## src/rtl/anomaly_response_if.sv

```systemverilog
// Handshake bundle between the anomaly detector / flush unit side (master) and
// anomaly_response_ctrl (slave).
interface anomaly_response_if #(
  parameter int unsigned CNT_W = 8
);
  logic             anomaly_in;
  logic             flush_ack;
  logic             clear_lockout;
  logic             flush_req;
  logic             stall_req;
  logic             lockout_out;
  logic [CNT_W-1:0] anomaly_count;
  logic [2:0]       state_out;

  modport master (
    output anomaly_in, flush_ack, clear_lockout,
    input  flush_req, stall_req, lockout_out, anomaly_count, state_out
  );

  modport slave (
    input  anomaly_in, flush_ack, clear_lockout,
    output flush_req, stall_req, lockout_out, anomaly_count, state_out
  );
endinterface

```

## src/rtl/anomaly_response_ctrl.sv

```systemverilog
// Turns anomaly pulses into flush/stall actions with windowed escalation to a sticky lockout.
// Optional macro ANOMALY_TIMEOUT_EN: FLUSH gives up after FLUSH_TIMEOUT cycles and locks out.
module anomaly_response_ctrl #(
  parameter int unsigned STALL_CYCLES       = 4,
  parameter int unsigned COOLDOWN_CYCLES    = 8,
  parameter int unsigned WINDOW_CYCLES      = 64,
  parameter int unsigned ESCALATE_THRESHOLD = 3,
  parameter int unsigned CNT_W              = 8,
  parameter int unsigned FLUSH_TIMEOUT      = 16
) (
  input  logic               clk,
  input  logic               reset,
  anomaly_response_if.slave  bus
);

  localparam int unsigned PhMax = (STALL_CYCLES > COOLDOWN_CYCLES) ? STALL_CYCLES
                                                                   : COOLDOWN_CYCLES;
  localparam int unsigned PhW   = $clog2(PhMax + 1);
  localparam int unsigned TmrW  = $clog2(WINDOW_CYCLES);
  localparam int unsigned HitW  = $clog2(ESCALATE_THRESHOLD + 1);

  localparam logic [TmrW-1:0] TmrLast = TmrW'(WINDOW_CYCLES - 1);
  localparam logic [HitW-1:0] HitMax  = HitW'(ESCALATE_THRESHOLD);

  if (STALL_CYCLES < 1 || COOLDOWN_CYCLES < 1 || WINDOW_CYCLES < 2 ||
      (WINDOW_CYCLES & (WINDOW_CYCLES - 1)) != 0 || ESCALATE_THRESHOLD < 2 ||
      CNT_W < 1 || FLUSH_TIMEOUT < 1) begin : g_param_err
    $error("anomaly_response_ctrl: illegal parameter set");
  end

  typedef enum logic [2:0] {
    StIdle     = 3'd0,
    StFlush    = 3'd1,
    StStall    = 3'd2,
    StCooldown = 3'd3,
    StLockout  = 3'd4
  } state_e;

  state_e           state_q, state_d;
  logic [PhW-1:0]   ph_cnt_q, ph_cnt_d;
  logic [TmrW-1:0]  tmr_q, tmr_d;
  logic [HitW-1:0]  hits_q, hits_d;
  logic [CNT_W-1:0] count_q, count_d;
  logic             flush_req_q, stall_req_q, lockout_q;
  logic             clr_ok;

`ifdef ANOMALY_TIMEOUT_EN
  localparam int unsigned WaitW = $clog2(FLUSH_TIMEOUT + 1);
  logic [WaitW-1:0] wait_q, wait_d;
`endif

  always_comb begin
    state_d  = state_q;
    ph_cnt_d = ph_cnt_q;
    count_d  = count_q;
    tmr_d    = (tmr_q == TmrLast) ? '0 : tmr_q + 1'b1;
    clr_ok   = (state_q == StLockout) && bus.clear_lockout;

    if (bus.anomaly_in && count_q != '1) count_d = count_q + 1'b1;

    // A software clear wins over the window reload so the lockout cannot re-arm at once.
    if (clr_ok) begin
      hits_d = '0;
    end else if (tmr_q == TmrLast) begin
      hits_d = HitW'(bus.anomaly_in);
    end else if (bus.anomaly_in && hits_q != HitMax) begin
      hits_d = hits_q + 1'b1;
    end else begin
      hits_d = hits_q;
    end

`ifdef ANOMALY_TIMEOUT_EN
    wait_d = (state_q == StFlush) ? wait_q + 1'b1 : '0;
`endif

    case (state_q)
      StIdle: begin
        if (bus.anomaly_in) state_d = StFlush;
      end
      StFlush: begin
        if (bus.flush_ack) begin
          state_d  = StStall;
          ph_cnt_d = PhW'(STALL_CYCLES - 1);
        end
`ifdef ANOMALY_TIMEOUT_EN
        else if (wait_q == WaitW'(FLUSH_TIMEOUT - 1)) begin
          state_d = StLockout;
        end
`endif
      end
      StStall: begin
        if (ph_cnt_q == '0) begin
          state_d  = StCooldown;
          ph_cnt_d = PhW'(COOLDOWN_CYCLES - 1);
        end else begin
          ph_cnt_d = ph_cnt_q - 1'b1;
        end
      end
      StCooldown: begin
        if (ph_cnt_q == '0) begin
          state_d = bus.anomaly_in ? StFlush : StIdle;
        end else begin
          ph_cnt_d = ph_cnt_q - 1'b1;
        end
      end
      StLockout: begin
        if (bus.clear_lockout) state_d = StIdle;
      end
      default: state_d = StIdle;
    endcase

    if (hits_d == HitMax) state_d = StLockout;
  end

  always_ff @(posedge clk or posedge reset) begin
    if (reset) begin
      state_q     <= StIdle;
      ph_cnt_q    <= '0;
      tmr_q       <= '0;
      hits_q      <= '0;
      count_q     <= '0;
      flush_req_q <= 1'b0;
      stall_req_q <= 1'b0;
      lockout_q   <= 1'b0;
`ifdef ANOMALY_TIMEOUT_EN
      wait_q      <= '0;
`endif
    end else begin
      state_q     <= state_d;
      ph_cnt_q    <= ph_cnt_d;
      tmr_q       <= tmr_d;
      hits_q      <= hits_d;
      count_q     <= count_d;
      flush_req_q <= (state_d == StFlush);
      stall_req_q <= (state_d == StStall) || (state_d == StLockout);
      lockout_q   <= (state_d == StLockout);
`ifdef ANOMALY_TIMEOUT_EN
      wait_q      <= wait_d;
`endif
    end
  end

  assign bus.flush_req     = flush_req_q;
  assign bus.stall_req     = stall_req_q;
  assign bus.lockout_out   = lockout_q;
  assign bus.anomaly_count = count_q;
  assign bus.state_out     = state_q;

endmodule

```

## src/flat_wrapper.sv

```systemverilog
// flat-port wrapper written by rule: the top's interface ports become plain ports
module anomaly_response_ctrl_flat 
#(
  parameter int unsigned STALL_CYCLES       = 4,
  parameter int unsigned COOLDOWN_CYCLES    = 8,
  parameter int unsigned WINDOW_CYCLES      = 64,
  parameter int unsigned ESCALATE_THRESHOLD = 3,
  parameter int unsigned CNT_W              = 8,
  parameter int unsigned FLUSH_TIMEOUT      = 16
)
  (clk, reset, bus_anomaly_in, bus_flush_ack, bus_clear_lockout, bus_flush_req, bus_stall_req, bus_lockout_out, bus_anomaly_count, bus_state_out);
  anomaly_response_if #(.CNT_W(CNT_W)) bus_i ();
  input  logic clk;
  input  logic reset;
  input wire logic [$bits(bus_i.anomaly_in)-1:0] bus_anomaly_in;
  input wire logic [$bits(bus_i.flush_ack)-1:0] bus_flush_ack;
  input wire logic [$bits(bus_i.clear_lockout)-1:0] bus_clear_lockout;
  output wire logic [$bits(bus_i.flush_req)-1:0] bus_flush_req;
  output wire logic [$bits(bus_i.stall_req)-1:0] bus_stall_req;
  output wire logic [$bits(bus_i.lockout_out)-1:0] bus_lockout_out;
  output wire logic [$bits(bus_i.anomaly_count)-1:0] bus_anomaly_count;
  output wire logic [$bits(bus_i.state_out)-1:0] bus_state_out;
  assign bus_i.anomaly_in = bus_anomaly_in;
  assign bus_i.flush_ack = bus_flush_ack;
  assign bus_i.clear_lockout = bus_clear_lockout;
  assign bus_flush_req = bus_i.flush_req;
  assign bus_stall_req = bus_i.stall_req;
  assign bus_lockout_out = bus_i.lockout_out;
  assign bus_anomaly_count = bus_i.anomaly_count;
  assign bus_state_out = bus_i.state_out;
  anomaly_response_ctrl #(.STALL_CYCLES(STALL_CYCLES), .COOLDOWN_CYCLES(COOLDOWN_CYCLES), .WINDOW_CYCLES(WINDOW_CYCLES), .ESCALATE_THRESHOLD(ESCALATE_THRESHOLD), .CNT_W(CNT_W), .FLUSH_TIMEOUT(FLUSH_TIMEOUT)) u_core (.clk(clk), .reset(reset), .bus(bus_i));
endmodule
```

## config.mk

```make
export PLATFORM = sky130hd
export DESIGN_NAME = anomaly_response_ctrl_flat
export DESIGN_NICKNAME = d
export VERILOG_FILES = /design/src/rtl/anomaly_response_if.sv /design/src/rtl/anomaly_response_ctrl.sv /design/src/flat_wrapper.sv
export SDC_FILE = /design/constraint.sdc
export NUM_CORES = 1
export LEC_CHECK = 0
export ABC_AREA = 1
export BUFFER_PORTS_ARGS = -buffer_cell sky130_fd_sc_hd__buf_4
export CORE_MARGIN = 3
export CORE_UTILIZATION = 45
export CTS_CLUSTER_SIZE = 12
export DETAILED_ROUTE_END_ITERATION = 10
export PLACE_DENSITY = 0.67
export SLEW_MARGIN = 20
export SYNTH_ARGS = -nofsm -noshare
export SYNTH_HDL_FRONTEND = slang
export SYNTH_SLANG_ARGS = --single-unit
```

## constraint.sdc

```tcl
create_clock -name clk -period 1.35 [get_ports clk]
set_input_delay 0.0675 -clock clk [delete_from_list [all_inputs] [get_ports clk]]
set_output_delay 0.0675 -clock clk [all_outputs]
set_load 0.02 [all_outputs]
```

## Word-level counts from Yosys, hierarchy flattened

Cells that the tools add are included.

- Register bits: 26
- Logic and storage cells: 49

- Add/sub/neg operators: 4
- Equality and inequality tests: 13
- Mux-type cells: 16
- Reduce and logical (&&, ||, !) cells: 8

Operators with widths:

| cell | count |
|---|---|
| two-way mux 3 bit | 6 |
| one-hot mux 3 bit (5 select lines) | 1 |
| two-way mux 4 bit | 3 |
| one-hot mux 4 bit (3 select lines) | 1 |
| equality test 3 x 2 -> 1 bit, second input constant | 3 |
| adder 8 x 1 -> 8 bit, second input constant | 1 |
| inequality test 8 bit, second input constant | 1 |
| adder 6 x 1 -> 6 bit, second input constant | 1 |
| equality test 3 x 1 -> 1 bit, second input constant | 2 |
| equality test 3 bit, second input constant | 2 |
| equality test 6 bit, second input constant | 1 |
| two-way mux 2 bit | 3 |
| two-way mux 6 bit | 1 |
| inequality test 2 bit, second input constant | 3 |
| logical NOT 4 bit | 1 |
| subtractor 4 x 1 -> 4 bit, second input constant | 1 |
| logical AND 1 bit | 3 |
| logical NOT 3 bit | 1 |
| AND reduction 3 bit | 1 |
| nonzero test 3 bit | 1 |
| adder 2 x 1 -> 2 bit, second input constant | 1 |
| equality test 2 bit, second input constant | 1 |
| logical OR 1 bit | 1 |
| two-way mux 1 bit | 1 |

## Logic depth before layout (Yosys ltp)

- Depth in word-level cells: 9
- Gate-level depth with buffers: 10

## Worst setup path after synthesis

OpenSTA, ideal clock, no wires.

- Path kind: register -> register
- Start: register u_core.count_q[0] (netlist: u_core.bus.anomaly_count[0])
- End: register u_core.count_q[3] (netlist: u_core.bus.anomaly_count[3])
- Arrival: 1309 ps
- Required time: 1233 ps
- Path slack: -76 ps
- Cell stages (with the launch flop): 9
- Buffers on the path: 0
- Path through: dfrtp_1 > ha_1 > inv_1 > nor2_4 > nand4_2 > nand2_4 > inv_6 > nand3b_1 > nand2_1

- Longest elaborated chain between the ends: 2
- Elaborated cells on any way between the ends: 3
- Classes of those cells: add/sub: 1; eq/ne: 1; reduce/logical: 1

Ends and longest elaborated chain:

| what | RTL line | RTL |
|---|---|---|
| from (decl) | anomaly_response_ctrl.sv:43 | `logic [CNT_W-1:0] count_q, count_d;` |
| from (signal assigned) | anomaly_response_ctrl.sv:133 | `count_q <= count_d;` |
| parallel branches: the longest is 2 deep, another holds adder 8 x 1 -> 8 bit | - |  |

Parallel ways; which one is timed is not known.
A chain may end at the register's enable or synchronous reset.

## Final worst setup path

- Start: register u_core.hits_q[0]
- End: register u_core.stall_req_q (netlist: u_core.bus.stall_req)

- Longest elaborated chain between the ends: 9
- Elaborated cells on any way between the ends: 11
- Classes of those cells: add/sub: 1; eq/ne: 4; mux: 4; reduce/logical: 2

Ends and longest elaborated chain:

| what | RTL line | RTL |
|---|---|---|
| from (decl) | anomaly_response_ctrl.sv:42 | `logic [HitW-1:0] hits_q, hits_d;` |
| from (signal assigned) | anomaly_response_ctrl.sv:132 | `hits_q <= hits_d;` |
| parallel branches: the longest is 2 deep, another holds adder 2 x 1 -> 2 bit | - |  |
| two-way mux 2 bit (*) | anomaly_response_ctrl.sv:66 | `end else if (bus.anomaly_in && hits_q != HitMax) begin` |
| two-way mux 2 bit (*) | anomaly_response_ctrl.sv:64 | `end else if (tmr_q == TmrLast) begin` |
| two-way mux 2 bit (*) | anomaly_response_ctrl.sv:62 | `if (clr_ok) begin` |
| equality test 2 bit (*) | anomaly_response_ctrl.sv:112 | `if (hits_d == HitMax) state_d = StLockout;` |
| two-way mux 3 bit (*) | anomaly_response_ctrl.sv:112 |  |
| equality test 3 x 2 -> 1 bit or equality test 3 bit (tied branches) | anomaly_response_ctrl.sv:135 | `stall_req_q <= (state_d == StStall) \|\| (state_d == StLockout);` |
| logical OR 1 bit (*) | anomaly_response_ctrl.sv:135 |  |
| to (signal assigned) | anomaly_response_ctrl.sv:135 |  |
| to (decl) | anomaly_response_ctrl.sv:44 | `logic flush_req_q, stall_req_q, lockout_q;` |

Every way passes the cells marked *.

==> flow_metrics.env <==
export IMPL_whs_path_depth=4
export IMPL_final_antenna_net_count=0
export IMPL_nNetsFinal=222
export IMPL_n_fill_cell=248
export IMPL_arrival_ns=1.55
export IMPL_portBuffers=18
export IMPL_ys_top_cells_by_count="45 x nand2_1, 26 x dfrtp_1, 24 x inv_1"
export IMPL_syn_inst=173
export IMPL_cp_start_kind="register"
export IMPL_wl_per_cell_um=11.44
export IMPL_die_y_um=61.83
export IMPL_grtUsageTotal_pct=16.23
export IMPL_synth_cell_type_count=24
export IMPL_cap_violations=0
export IMPL_clockBufferDepth=2
export IMPL_endpoint_kind="register"
export IMPL_drc=0
export IMPL_die_area_sq_um=3823
export IMPL_h_tree_depth=1
export IMPL_overflow=0
export IMPL_syn_nets=182
export IMPL_initial_core_util_pct=49.17
export IMPL_slew_headroom_pct=80.73
export IMPL_hpwl_um=2069
export IMPL_rr_worst_depth=9
export IMPL_dpl_instance_area_sq_um=1643
export IMPL_core_sq_um=2853
export IMPL_syn_avg_cell_area_sq_um=8.107
export IMPL_synth_warnings=0
export IMPL_min_from="bus_clear_lockout"
export IMPL_routed_wl_um=2780
export IMPL_clock_sinks=26
export IMPL_multiInputGateArea_sq_um=686.9
export IMPL_grt_pass1_vias=1119
export IMPL_hold_class="primary input to register"
export IMPL_root_buffer="clkbuf_4"
export IMPL_synth_edff_count=0
export IMPL_powerDensity_nw_per_um2=1922
export IMPL_grt_antenna_before_repair=0
export IMPL_drv_slew=0
export IMPL_post_route_min_period_ns=1.327
export IMPL_r2r_end="u_core.bus.stall_req"
export IMPL_synth_top_cell_by_area="dfrtp_1"
export IMPL_place_inst=231
export IMPL_tritoncts="built"
export IMPL_netlist_area_sq_um=1403
export IMPL_period_share_pct=98.29
export IMPL_seqCellArea_sq_um=653.1
export IMPL_clock_latency_ns=0.32
export IMPL_status="finished, final reports clean"
export IMPL_via_count=1201
export IMPL_whs_ns=0.08290
export IMPL_drt_initial_drc_count=49
export IMPL_worst_slack_ns=0.02310
export IMPL_synth_top_area_share_pct=46.39
export IMPL_n_antenna_cell=0
export IMPL_io_pins=19
export IMPL_ir_drop_uv=1197
export IMPL_pre_cts_ws_ns=-0.02158
export IMPL_tightest_slew_ns=0.2891
export IMPL_r2r_slack_ns=0.02
export IMPL_min_to="u_core.hits_q[0]"
export IMPL_grt_first_pass_wirelength_um=4650
export IMPL_worstReg2RegStart="u_core.hits_q[0]"
export IMPL_num_rows=19
export IMPL_die_w_um=61.83
export IMPL_path_max_fanout=3
export IMPL_numCtsBuffers=3
export IMPL_finalHoldViolCount=0
export IMPL_max_freq_mhz=753.6
export IMPL_ys_seq_area_share_pct=46.39
export IMPL_ys_flop_type="dfrtp_1"
export IMPL_worstSetupPathType="register to register"
export IMPL_syn2layout_area_growth_pct=28.37
export IMPL_firstDrtPassIters=4
export IMPL_yosysMostFrequentCell="nand2_1"
export IMPL_clock_skew_ns=0.006215
export IMPL_power_mw=3.460
export IMPL_synthTopCellsByArea="dfrtp_1 46%, nand2_1 12%, inv_1 6.4%"
export IMPL_grt_max_degree=15
export IMPL_setup_viol_count_final=0
export IMPL_async_reset_ff_share_pct=100.0
export IMPL_grt_setup_unrepaired="yes"
export IMPL_worstPathRequired_ns=1.57
export IMPL_via_per_inst=4.942
export IMPL_place_congestion=0.8583
export IMPL_ys_ff_latch=26
export IMPL_fin_area_sq_um=1800
export IMPL_drive_above_1_share_pct=31.60
export IMPL_p_leak_nw=0.9576
export IMPL_instances_no_fill=243
export IMPL_clkSlewWorstSetupHoldPaths_ns=0.14
==> routing by layer <==
layer	track usage [%]	up-vias	share of wire [%]
li1	-	624	-
met2	26.01	22	46
met5	0	-	0
met1	22.42	553	49
met4	5.455	0	0.72
met3	2.479	2	3.5
==> area by class of cell <==
class / count / area share (%)
tap: 31 / 2.154
timing repair buffer: 36 / 15.15
multi-input combinational: 118 / 38.15
sequential: 26 / 36.28
clock buffer: 4 / 2.015
inverter: 28 / 6.254
==> critical path: stages, from the launching register on <==
cell,delay (ns)
dfrtp_1,0.44
ha_4,0.18
inv_4,0.05
nand2_2,0.04
nand2_1,0.05
nand2_1,0.06
nand4_1,0.16
inv_2,0.08
nor2_4,0.11
nand2_1,0.06
==> worst max path at each step <==
stage / start / endpoint / slack [ns] / cells past startpoint
6_report: u_core.hits_q[0] / u_core.bus.stall_req / 0.02 / 9
5_1_grt: u_core.ph_cnt_q[0] / u_core.bus.stall_req / -0.07 / 10
4_1_cts: u_core.hits_q[0] / u_core.bus.stall_req / -0.008 / 9
3_5_place_dp: u_core.hits_q[0] / u_core.bus.stall_req / -0.02 / 9
3_3_place_gp: u_core.hits_q[0] / u_core.bus.stall_req / 0.03 / 9
2_1_floorplan: u_core.bus.anomaly_count[0] / u_core.bus.anomaly_count[3] / 0.009 / 8
==> per-stage QoR <==
stage           TNS [ns]  utilization (%)
2_1_floorplan          0                -
3_3_place_gp           0            57.59
3_5_place_dp    -0.08293            57.59
4_1_cts        -0.007991            61.58
5_1_grt          -0.2533            63.11
6_report               0            63.11
==> sequential cells by signal (all words and copies together) (netlist names) <==
name and count:
u_core.bus.anomaly_count 8, u_core.tmr_q 6, u_core.ph_cnt_q 4, u_core.bus.state_out 3, u_core.hits_q 2, u_core.bus.flush_req 1, u_core.bus.lockout_out 1, u_core.bus.stall_req 1
==> cell usage in the layout, fill, tap and decap left out <==
cell	count
nor3_1	1
nand2_1	45
nand3b_1	2
inv_6	1
inv_4	1
o22ai_1	1
nand4_4	1
ha_2	1
nand2_2	4
nor2_1	19
a21oi_1	2
inv_1	20
nor2_4	3
o21ai_2	2
dfrtp_1	24
xnor2_1	4
nand3_2	2
dfrtp_2	2
inv_2	6
buf_4	35
xor2_1	3
dlygate4sd3_1	1
nand3_1	12
nor2_2	1
ha_4	3
nand4_1	5
clkbuf_4	3
a31oi_1	2
o21ai_1	1
nand2_4	1
o21ai_0	3
clkbuf_8	1
==> kinds of logic (layout without fill, tap and decap cells) <==
kind of cell	count (synthesis)	count (layout)	synth area share, %
flops	26	26	46.39
xor+xnor	7	7	4.371
fa+ha+maj	4	4	3.568
simple gates	96	96	32.29
compound gates	11	11	4.728
buf+inv	29	68	8.653
==> power breakdown <==
part / leakage [nW] / switching, mW / total [mW] / internal [mW]
Clock: 0.0210 / 0.228 / 0.392 / 0.165
Sequential: 0.322 / 0.215 / 1.24 / 1.02
Combinational: 0.615 / 1.02 / 1.83 / 0.814
Total: 0.958 / 1.46 / 3.46 / 2.00
==> timing repair <==
action / CTS / global route
pin swaps: 9 / 7
buffers inserted: 5 / 2
endpoints found under the setup margin: 9 / 18
hold buffers: 1 / 0
hold endpoints to repair: 26 / 0
gates cloned: 0 / 0
resized for setup: 7 / 9
No activity file was read; power rests on OpenSTA's default activity.
